==> src/rtl/ram_fifo_ctrl_pkg.sv <==
// Shared defaults for the RAM-backed FIFO controller.
// The storage depth is derived from the RAM address width.
package ram_fifo_ctrl_pkg;

    localparam int DEF_DATA_WIDTH = 8;
    localparam int DEF_ADDR_WIDTH = 3;

    function automatic int fifo_depth(input int addr_width);
        return 1 << addr_width;
    endfunction

endpackage

==> src/rtl/ram_dp.sv <==
// Dual-port RAM with registered reads on both ports.
// The contents are cleared by the asynchronous reset.
module ram_dp #(
    parameter int CAM_DATA_WIDTH = 8,
    parameter int CAM_ADDR_WIDTH = 3
) (
    input  logic                      clk,
    input  logic                      rstn,
    input  logic                      a_we,
    input  logic [CAM_ADDR_WIDTH-1:0] a_addr,
    input  logic [CAM_DATA_WIDTH-1:0] a_din,
    output logic [CAM_DATA_WIDTH-1:0] a_dout,
    input  logic                      b_we,
    input  logic [CAM_ADDR_WIDTH-1:0] b_addr,
    input  logic [CAM_DATA_WIDTH-1:0] b_din,
    output logic [CAM_DATA_WIDTH-1:0] b_dout
);

    localparam int DEPTH = 1 << CAM_ADDR_WIDTH;

    logic [DEPTH-1:0][CAM_DATA_WIDTH-1:0] mem;

    always_ff @(posedge clk or negedge rstn) begin
        if (!rstn) begin
            mem    <= '0;
            a_dout <= '0;
            b_dout <= '0;
        end else begin
            if (a_we) mem[a_addr] <= a_din;
            if (b_we) mem[b_addr] <= b_din;
            a_dout <= mem[a_addr];
            b_dout <= mem[b_addr];
        end
    end

endmodule

==> src/rtl/ram_fifo_ctrl.sv <==
// Stream FIFO built on ram_dp: port A writes, port B reads, and a
// 2-entry skid buffer hides the registered read so the output runs at full rate.
module ram_fifo_ctrl
    import ram_fifo_ctrl_pkg::*;
#(
    parameter int DATA_WIDTH = DEF_DATA_WIDTH,
    parameter int ADDR_WIDTH = DEF_ADDR_WIDTH
) (
    input  logic                  clk,
    input  logic                  rstn,
    input  logic                  flush,
    input  logic                  s_valid,
    output logic                  s_ready,
    input  logic [DATA_WIDTH-1:0] s_data,
    output logic                  m_valid,
    input  logic                  m_ready,
    output logic [DATA_WIDTH-1:0] m_data,
    output logic [ADDR_WIDTH+1:0] count
);

    localparam int DEPTH = fifo_depth(ADDR_WIDTH);
    localparam logic [ADDR_WIDTH:0] DEPTH_V = (ADDR_WIDTH+1)'(DEPTH);

    logic [ADDR_WIDTH-1:0] wr_ptr, rd_ptr;
    logic [ADDR_WIDTH:0]   ram_cnt;
    logic                  inflight;
    logic [1:0]            ob_cnt;
    logic [DATA_WIDTH-1:0] ob0, ob1;
    logic [DATA_WIDTH-1:0] b_dout;
    logic [DATA_WIDTH-1:0] a_dout_unused;
    logic                  push, pop, rd_issue;

    assign s_ready = rstn & (ram_cnt != DEPTH_V) & ~flush;
    assign push    = s_valid & s_ready;
    assign m_valid = (ob_cnt != 2'd0);
    assign m_data  = ob0;
    assign pop     = m_valid & m_ready;

    // Issue only if the word still fits once it lands, counting the one in flight.
    assign rd_issue = (ram_cnt != '0) & ~flush &
                      ({1'b0, ob_cnt} + {2'b0, inflight} <= 3'd1 + {2'b0, pop});

    assign count = {1'b0, ram_cnt} + {{(ADDR_WIDTH+1){1'b0}}, inflight}
                 + {{ADDR_WIDTH{1'b0}}, ob_cnt};

    ram_dp #(
        .CAM_DATA_WIDTH(DATA_WIDTH),
        .CAM_ADDR_WIDTH(ADDR_WIDTH)
    ) u_ram (
        .clk    (clk),
        .rstn   (rstn),
        .a_we   (push),
        .a_addr (wr_ptr),
        .a_din  (s_data),
        .a_dout (a_dout_unused),
        .b_we   (1'b0),
        .b_addr (rd_ptr),
        .b_din  ({DATA_WIDTH{1'b0}}),
        .b_dout (b_dout)
    );

    always_ff @(posedge clk or negedge rstn) begin
        if (!rstn) begin
            wr_ptr  <= '0;
            rd_ptr  <= '0;
            ram_cnt <= '0;
        end else if (flush) begin
            wr_ptr  <= '0;
            rd_ptr  <= '0;
            ram_cnt <= '0;
        end else begin
            if (push)     wr_ptr <= wr_ptr + 1'b1;
            if (rd_issue) rd_ptr <= rd_ptr + 1'b1;
            ram_cnt <= ram_cnt + {{ADDR_WIDTH{1'b0}}, push} - {{ADDR_WIDTH{1'b0}}, rd_issue};
        end
    end

    // Skid buffer: inflight means b_dout carries a valid word this cycle.
    always_ff @(posedge clk or negedge rstn) begin
        if (!rstn) begin
            inflight <= 1'b0;
            ob_cnt   <= 2'd0;
            ob0      <= '0;
            ob1      <= '0;
        end else if (flush) begin
            inflight <= 1'b0;
            ob_cnt   <= 2'd0;
        end else begin
            inflight <= rd_issue;
            case ({pop, inflight})
                2'b10: begin
                    ob0    <= ob1;
                    ob_cnt <= ob_cnt - 2'd1;
                end
                2'b01: begin
                    if (ob_cnt == 2'd0) ob0 <= b_dout;
                    else                ob1 <= b_dout;
                    ob_cnt <= ob_cnt + 2'd1;
                end
                2'b11: begin
                    if (ob_cnt == 2'd1) ob0 <= b_dout;
                    else begin
                        ob0 <= ob1;
                        ob1 <= b_dout;
                    end
                end
                default: ;
            endcase
        end
    end

endmodule
==> config.mk <==
export PLATFORM = sky130hd
export DESIGN_NAME = ram_fifo_ctrl
export DESIGN_NICKNAME = d
export VERILOG_FILES = /design/src/rtl/ram_fifo_ctrl_pkg.sv /design/src/rtl/ram_dp.sv /design/src/rtl/ram_fifo_ctrl.sv
export SDC_FILE = /design/constraint.sdc
export NUM_CORES = 1
export LEC_CHECK = 0
export BUFFER_PORTS_ARGS = -buffer_cell sky130_fd_sc_hd__buf_2
export CAP_MARGIN = 20
export CELL_PAD_IN_SITES_DETAIL_PLACEMENT = 0
export CELL_PAD_IN_SITES_GLOBAL_PLACEMENT = 2
export CORE_AREA = 2 2 92 138
export CTS_CLUSTER_SIZE = 24
export DETAILED_ROUTE_END_ITERATION = 8
export DIE_AREA = 0 0 94 140
export PLACE_DENSITY_LB_ADDON = 0.1
export SKIP_LAST_GASP = 1
export SYNTH_ARGS = -nofsm -noshare
export SYNTH_HDL_FRONTEND = slang
export SYNTH_SLANG_ARGS = --single-unit
==> constraint.sdc <==
create_clock -name clk -period 5.1 [get_ports clk]
set_input_delay 0.51 -clock clk [delete_from_list [all_inputs] [get_ports clk]]
set_output_delay 0.51 -clock clk [all_outputs]
set_load 0.005 [all_outputs]
==> impl_metrics.json, run 1 <==
{
  "status": "completed",
  "port_buffers": 27,
  "reg2reg_to": "ram_cnt[3]",
  "fin_skew_ns": 0.00693,
  "ys_seq_area_frac": 0.492,
  "n_antenna_cell": 0,
  "cts_buffer_depth": 2,
  "ir_drop_v": 0.000228,
  "synth_area_leaders": "dfrtp_1 49%, mux2_2 20%, mux4_2 7.0%",
  "fin_cells": 538,
  "clk_latency_ns": 0.34,
  "power_mw": 2.72,
  "rsz0062_at_grt": "no",
  "initial_core_util": 0.429,
  "synth.net_count": 389,
  "path_buf_inv": 2,
  "p_leak_nw": 2.65,
  "route.detailed.drc": 0,
  "grt_pass1_wl_um": 16600,
  "cts_hold_buf": 0,
  "synthTopCellsByCount": "101 x dfrtp_1, 92 x mux2_2, 16 x mux4_2",
  "worstMarginPinSlew_ns": 0.953,
  "hold_violations": 0,
  "tns_ns": 0,
  "die_y_um": 140,
  "die_w_um": 94,
  "core_um2": 12000,
  "worst_slack_ns": 1.07,
  "relSlewSlack": 0.361,
  "post_cts_buffers": 0,
  "crit_fanout": 13,
  "slowest_stage": "or4_1",
  "critPathMaxStageDelay_ns": 0.54,
  "ios": 28,
  "synth_area_leader_cell": "dfrtp_1",
  "post-route-util": 0.476,
  "crit_path_end_kind": "register",
  "fin_crit_ns": 4.03,
  "maxSlewViolCount": 0,
  "grt_start_max_net_pins": 74,
  "cp.required_ns": 5.33,
  "dp_slack_ns": 1.07,
  "synth_edf_count": 0,
  "clk_pin_slew_worst_paths_ns": 0.07,
  "first_pass_iters": 4,
  "htree_levels": 3,
  "place_hpwl_um": 6650,
  "syn_to_final_growth_pct": 10.8,
  "cts_sinks": 101,
  "place_area_um2": 5390,
  "postSynthAreaPerCell_um2": 14.3,
  "ys.flop_type": "dfrtp_1",
  "holdWs_ns": 0.116,
  "r2r_start": "ob_cnt[1]",
  "wirelength_um": 10000,
  "antenna_found_initial": 0,
  "place.gp.congestion": 0.733,
  "fmax_mhz": 248,
  "maxCapViolations": 0,
  "rrSetupSlack_ns": 1.07,
  "critPathLaunchType": "register",
  "gr-total-overflow": 0,
  "ys_warn_count": 0,
  "grtUsageTotal": 0.167,
  "fin_nets": 412,
  "finalSetupViolCount": 0,
  "async_reset_ff_frac": 1.00,
  "vias": 2899,
  "yosysUniqueCellTypes": 49,
  "rows": 49,
  "placed_cells": 523,
  "synthCells": 358,
  "vias_per_cell": 5.39,
  "cts-root-buf": "clkbuf_16",
  "cellPowerDensity_nw_per_um2": 478,
  "ys_ff_latch": 101,
  "hold_path.class": "in2async",
  "cts_tree": "yes",
  "finalCritPeriodShare": 0.789,
  "yosysMostFrequentCell": "dfrtp_1",
  "cp_top_family": "adder cells",
  "cts_repair_resize_count": 0,
  "synthesis.area_um2": 5130,
  "worst_r2r_path_depth": 12,
  "ant_nets": 0,
  "fill_cells": 1089,
  "netlist.area_leader.share": 0.492,
  "dieArea_um2": 13200,
  "drive_gt1_frac": 0.434,
  "crit_chain": "inv_1 > ha_1 > nand2b_1 > inv_1 > fa_1 > or4_1 > o211a_1 > mux2_2 > ha_1 > a21o_1 > a21oi_1 > mux2_2",
  "arrival_ns": 4.26,
  "critPathKind": "reg2reg",
  "wl_per_cell_um": 18.6,
  "design_area_um2": 5690,
  "cts_made_buffers": 9,
  "grt_pass1_vias": 3106,
  "drt_iter0_markers": 137
}
-- routing by layer --
layer | vias up | wire [um] | global-route usage
met5 | - | 0 | 0
met1 | 1508 | 4230 | 0.205
met3 | 8 | 271 | 0.0328
li1 | 1350 | - | -
met4 | 0 | 133 | 0.0526
met2 | 33 | 5380 | 0.292
-- final cells by class --
cell class | instances | area [um^2] | area share
clock buffer | 10 | 239 | 0.0420
clock inverter | 5 | 60.1 | 0.0106
inverter | 14 | 52.6 | 0.00924
multi-input combinational | 226 | 2470 | 0.433
sequential | 101 | 2530 | 0.444
tap | 153 | 191 | 0.0336
timing repair buffer | 29 | 153 | 0.0268
-- registers in the layout (all words and copies together), names as in the netlist --
register / flops
rd_ptr: 3
m_data: 8
ram_cnt: 4
ob_cnt: 2
inflight: 1
u_ram.b_dout: 8
u_ram.mem: 64
wr_ptr: 3
ob1: 8
-- cells in the final DEF, fill, tap and decap left out, types with 3 or more instances in the layout --
cell type and instances:
fa_1 4, buf_4 3, a21oi_1 3, mux4_2 16, or4bb_1 8, buf_2 26, nor2_1 6, ha_1 14
clkbuf_16 9, nor2b_1 8, dfrtp_1 101, nand2b_1 13, nand2_1 11, xnor2_1 4, mux2_2 92, o211ai_1 8
inv_1 14
-- cells by family (layout without fill, tap and decap cells) --
group / count (synthesis) / count (layout) / share of synthesized area
mux: 110 / 110 / 0.276
flops: 101 / 101 / 0.492
simple gates: 71 / 71 / 0.114
buf+inv: 31 / 58 / 0.0271
compound gates: 21 / 21 / 0.0305
fa+ha+maj: 19 / 19 / 0.0517
xor+xnor: 5 / 5 / 0.00853
-- power by group --
group          internal, mW  total (mW)  switching [mW]
clock                 0.393       0.690           0.298
sequential            0.995        1.16           0.166
combinational         0.494       0.872           0.378
total                  1.88        2.72           0.841
-- worst max path at each step --
stage / from / to / slack (ns) / cells past startpoint
after floorplan: ob_cnt[1] / ram_cnt[3] / 1.52 / 13
after global placement: ob_cnt[1] / ram_cnt[3] / 1.15 / 12
after detailed placement: ob_cnt[1] / ram_cnt[3] / 1.07 / 12
after CTS: ob_cnt[1] / ram_cnt[3] / 1.05 / 12
after global routing: ob_cnt[1] / ram_cnt[3] / 0.77 / 12
final: ob_cnt[1] / ram_cnt[3] / 1.07 / 12
-- worst reg2reg max path: cells and delay by family, from the launching register on --
| kind | cells | cell delay [ns] |
|---|---|---|
| multiplexers | 2 | 0.64 |
| flip-flops | 1 | 0.44 |
| AND/OR/NAND/NOR | 2 | 0.90 |
| adder cells (fa/ha/maj) | 3 | 1.14 |
| AO/OA/AOI/OAI | 3 | 0.52 |
| buffers and inverters | 2 | 0.29 |
Power figures use the tool's default switching activity.
==> run 2: changes to the inputs <==
==> constraint.sdc (replaced) <==
create_clock -name clk -period 4.15 [get_ports clk]
set_input_delay 0.415 -clock clk [delete_from_list [all_inputs] [get_ports clk]]
set_output_delay 0.415 -clock clk [all_outputs]
set_load 0.005 [all_outputs]
==> impl_metrics.json, run 2 (synthesis results as in run 1) <==
{
  "crit_chain": "inv_1 > ha_1 > nand2b_1 > inv_1 > fa_1 > or4_1 > o211a_1 > mux2_2 > ha_1 > a21o_1 > a21oi_1 > mux2_2",
  "rsz0062_at_grt": "no",
  "grt_start_max_net_pins": 68,
  "post-route-util": 0.476,
  "cp.required_ns": 4.38,
  "rrSetupSlack_ns": 0.63,
  "p_seq_frac": 0.426,
  "p_leak_nw": 2.66,
  "critPathLaunchType": "register",
  "cellPowerDensity_nw_per_um2": 581,
  "p_int_mw": 2.26,
  "top_register": "u_ram.mem",
  "die_w_um": 94,
  "place.gp.congestion": 0.684,
  "wl_per_cell_um": 18.4,
  "relSlewSlack": 0.374,
  "cts_tree": "yes",
  "post_cts_buffers": 0,
  "cts_made_buffers": 9,
  "initial_core_util": 0.429,
  "clk_pin_slew_worst_paths_ns": 0.07,
  "worstMarginPinSlew_ns": 0.934,
  "status": "completed",
  "die_y_um": 140,
  "n_antenna_cell": 0,
  "mostFrequentLayoutCells": "101 x dfrtp_1, 92 x mux2_2, 26 x buf_2, 16 x mux4_2",
  "largest_register_ffs": 64,
  "hold_path.class": "in2async",
  "placed_cells": 526,
  "fill_cells": 1070,
  "drive_gt1_frac": 0.440,
  "ios": 28,
  "maxSlewViolCount": 0,
  "cts-root-buf": "clkbuf_16",
  "syn_to_final_growth_pct": 11.0,
  "wirelength_um": 9970,
  "critical_path.startpoint": "ob_cnt[1]",
  "cts_buffer_depth": 2,
  "grt_pass1_wl_um": 16800,
  "cts_hold_buf": 0,
  "cts_repair_resize_count": 0,
  "worst_slack_ns": 0.633,
  "core_um2": 12000,
  "crit_path_end_kind": "register",
  "place_hpwl_um": 6760,
  "htree_levels": 3,
  "clkPwrFrac": 0.241,
  "ir_drop_v": 0.000249,
  "antenna_found_initial": 0,
  "first_pass_iters": 4,
  "r2r_start": "ob_cnt[1]",
  "ant_nets": 0,
  "vias": 2873,
  "p_switching_mw": 1.05,
  "port_buffers": 27,
  "vias_per_cell": 5.30,
  "rows": 49,
  "dieArea_um2": 13200,
  "worst_r2r_path_depth": 12,
  "critPathMaxStageDelay_ns": 0.54,
  "finalSetupViolCount": 0,
  "dp_slack_ns": 0.642,
  "slowest_stage": "or4_1",
  "clk_latency_ns": 0.34,
  "hold_violations": 0,
  "grtUsageTotal": 0.169,
  "grt_pass1_vias": 3171,
  "gr-total-overflow": 0,
  "fin_nets": 415,
  "tns_ns": 0,
  "fin_skew_ns": 0.00997,
  "cp-endpoint": "ram_cnt[3]",
  "arrival_ns": 3.75,
  "fin_crit_ns": 3.52,
  "fmax_mhz": 284,
  "fin_cells": 542,
  "cts_sinks": 101,
  "maxCapViolations": 0,
  "layout_commonest_cell": "dfrtp_1",
  "finalCritPeriodShare": 0.847,
  "reg2reg_to": "ram_cnt[3]",
  "comb_power_share": 0.333,
  "crit_fanout": 5,
  "switching_share": 0.317,
  "route.detailed.drc": 0,
  "critPathKind": "reg2reg",
  "drt_iter0_markers": 81
}
[run 2: changes by cell type in the layout (fill, tap and decap cells not counted)]
| cell | delta |
|---|---|
| clkbuf_8 | -1 |
| clkinvlp_4 | +1 |
| inv_8 | +1 |
| buf_4 | +3 |
| bufinv_16 | -1 |
| inv_6 | +1 |
[run 2: critical path: cells and delay by family (launching register included)]
family / cells / cell delay [ns]
muxes: 2 / 0.64
AOI/OAI and AO/OA: 3 / 0.54
and+or+nand+nor: 2 / 0.70
adders and majority gates: 3 / 0.87
DFF: 1 / 0.44
buffers and inverters: 2 / 0.23
[run 2: worst min path at each step]
stage	end	cells after the start	start	slack [ns]
final	ram_cnt[3]	1	rstn	0.04
after global routing	ram_cnt[3]	1	rstn	0.08
after CTS	ram_cnt[3]	1	rstn	0.06
after detailed placement	ram_cnt[3]	1	rstn	0.44
after global placement	ram_cnt[2]	1	rstn	0.43
after floorplan	inflight	0	rstn	0.12
[run 2: metrics by stage]
step	total power, mW	instance area, um^2	hold slack, ns
after global routing	3.56	5700	0.0792
final	3.31	5700	0.0449
after global placement	2.53	5410	0.431
after CTS	3.38	5700	0.0602
after detailed placement	2.56	5410	0.436
after floorplan	2.23	5130	0.119
[run 2: power by group through the flow]
stage	registers (mW)	logic (mW)	clock network (mW)
after CTS	1.42	1.13	0.830
after floorplan	1.35	0.879	0
after global placement	1.42	1.11	0
final	1.41	1.10	0.799
after global routing	1.45	1.25	0.866
after detailed placement	1.44	1.13	0
[run 2: layer usage]
metal	global-route usage	part of all wire	vias to the layer above
met5	0	0	-
met4	0.0564	0.012	0
met3	0.0274	0.019	7
met2	0.295	0.54	32
met1	0.211	0.43	1473
li1	-	-	1361
[run 2: cell type report]
type	count	area [um^2]	share of cell area
multi-input combinational	226	2470	0.433
inverter	14	52.6	0.00923
tap	153	191	0.0336
timing repair buffer	32	175	0.0308
sequential	101	2530	0.444
clock inverter	7	57.6	0.0101
clock buffer	9	225	0.0395
==> run 3: changes to the inputs <==
--- a/config.mk
+++ b/config.mk
@@ -9,10 +9,10 @@
 export CAP_MARGIN = 20
 export CELL_PAD_IN_SITES_DETAIL_PLACEMENT = 0
 export CELL_PAD_IN_SITES_GLOBAL_PLACEMENT = 2
-export CORE_AREA = 2 2 92 138
+export CORE_AREA = 2 2 96 144
 export CTS_CLUSTER_SIZE = 24
 export DETAILED_ROUTE_END_ITERATION = 8
-export DIE_AREA = 0 0 94 140
+export DIE_AREA = 0 0 98 146
 export PLACE_DENSITY_LB_ADDON = 0.1
 export SKIP_LAST_GASP = 1
 export SYNTH_ARGS = -nofsm -noshare
==> constraint.sdc (replaced) <==
create_clock -name clk -period 2.83 [get_ports clk]
set_input_delay 0.283 -clock clk [delete_from_list [all_inputs] [get_ports clk]]
set_output_delay 0.283 -clock clk [all_outputs]
set_load 0.005 [all_outputs]
==> impl_metrics.json, run 3 (synthesis results as in run 1) <==
{
  "status": "finished, violations left",
  "violations": "negative setup slack",
  "die_w_um": 98,
  "wirelength_um": 10100,
  "hold_violations": 0,
  "cp.required_ns": 3.07,
  "critical_path.startpoint": "ob_cnt[1]",
  "placed_cells": 554,
  "htree_levels": 3,
  "ant_nets": 0,
  "arrival_ns": 3.28,
  "comb_power_share": 0.361,
  "post-route-util": 0.462,
  "dp_slack_ns": -0.232,
  "p_leak_nw": 2.82,
  "ios": 28,
  "power_mw": 5.27,
  "drive_gt1_frac": 0.496,
  "switching_share": 0.303,
  "die_y_um": 146,
  "fin_cells": 574,
  "vias_per_cell": 5.16,
  "fin_nets": 441,
  "route.detailed.drc": 0,
  "maxCapViolations": 0,
  "finalCritPeriodShare": 1.08,
  "rows": 51,
  "n_antenna_cell": 0,
  "clk_pin_slew_worst_paths_ns": 0.07,
  "fmax_mhz": 329,
  "rsz0062_at_grt": "yes",
  "cts_buffer_depth": 2,
  "p_seq_frac": 0.385,
  "core_um2": 13000,
  "antenna_found_initial": 0,
  "critPathLaunchType": "register",
  "layout_commonest_cell": "dfrtp_1",
  "worst_r2r_path_depth": 12,
  "clk_latency_ns": 0.35,
  "clkPwrFrac": 0.255,
  "grtUsageTotal": 0.154,
  "grt_pass1_wl_um": 17100,
  "p_switching_mw": 1.60,
  "worstMarginPinSlew_ns": 0.724,
  "cellPowerDensity_nw_per_um2": 881,
  "port_buffers": 27,
  "place.gp.congestion": 0.698,
  "drt_iter0_markers": 118,
  "cts-root-buf": "clkbuf_16",
  "fin_crit_ns": 3.04,
  "holdWs_ns": 0.0913,
  "top_register": "u_ram.mem",
  "syn_to_final_growth_pct": 16.7,
  "ir_drop_v": 0.000413,
  "crit_path_end_kind": "register",
  "wl_per_cell_um": 17.6,
  "place_hpwl_um": 6970,
  "cts_sinks": 101,
  "grt_pass1_vias": 3212,
  "cts_hold_buf": 0,
  "first_pass_iters": 4,
  "worst_slack_ns": -0.214,
  "hold_path.class": "in2async",
  "gr-total-overflow": 0,
  "rrSetupSlack_ns": -0.21,
  "mostFrequentLayoutCells": "101 x dfrtp_1, 91 x mux2_2, 32 x buf_4, 26 x buf_2, 16 x mux4_2",
  "initial_core_util": 0.396,
  "cts_made_buffers": 9,
  "maxSlewViolCount": 0,
  "relSlewSlack": 0.518,
  "largest_register_ffs": 64,
  "p_int_mw": 3.67,
  "crit_fanout": 3,
  "finalSetupViolCount": 3,
  "r2r_start": "ob_cnt[1]",
  "vias": 2959,
  "dieArea_um2": 14300,
  "grt_start_max_net_pins": 56,
  "cts_tree": "yes",
  "fin_skew_ns": 0.0114,
  "critPathKind": "reg2reg"
}
run 3: final timing paths:
kind | end
max in group asynchronous | ob_cnt[0]
worst min-delay path | ram_cnt[3]
worst min register to register | m_data[6]
worst max register to register | ram_cnt[3]
min in group clk | u_ram.mem[31]
worst max-delay path | ram_cnt[3]
run 3: layout make-up:
class                      count  area [um^2]
timing repair buffer          58          370
inverter                      14         52.6
tap                          159          199
fill                        1219         6970
clock inverter                 6         93.8
sequential                   101         2530
multi-input combinational    226         2510
clock buffer                  10          229
run 3: critical path: stages, from the launching register on:
cell and delay, ns:
dfrtp_1 0.40, inv_2 0.08, ha_4 0.13, nand2b_4 0.13, inv_2 0.04, fa_1 0.48, or4_1 0.42, o211a_1 0.17
mux2_4 0.32, ha_4 0.17, a21o_1 0.15, a21oi_1 0.13, mux2_2 0.34
run 3: timing repair:
| action | CTS | global route |
|---|---|---|
| endpoints found under the hold margin | 0 | 0 |
| pin swaps | 1 | 2 |
| setup endpoints to repair | 3 | 3 |
| setup buffers | 2 | 2 |
| gates resized for setup | 2 | 3 |
run 3: stage by stage:
step | instance area, um^2 | setup TNS [ns]
2_1_floorplan | 5180 | -0.975
3_3_place_gp | 5620 | -0.486
3_5_place_dp | 5620 | -0.586
4_1_cts | 5960 | -0.547
5_1_grt | 5990 | -0.850
6_report | 5990 | -0.557
run 3: layer usage:
metal,global-route usage,routed length [um],up-vias
met5,0,0,-
met4,0.0625,175,0
met3,0.0245,238,12
met2,0.263,5290,34
met1,0.192,4400,1492
li1,-,-,1421
run 3: power by group through the flow:
stage | Combinational (mW) | Clock [mW] | Sequential (mW)
6_report | 1.90 | 1.34 | 2.03
3_5_place_dp | 1.85 | 0 | 2.06
5_1_grt | 2.12 | 1.44 | 2.09
2_1_floorplan | 1.33 | 0 | 1.98
4_1_cts | 1.89 | 1.38 | 2.03
3_3_place_gp | 1.83 | 0 | 2.05
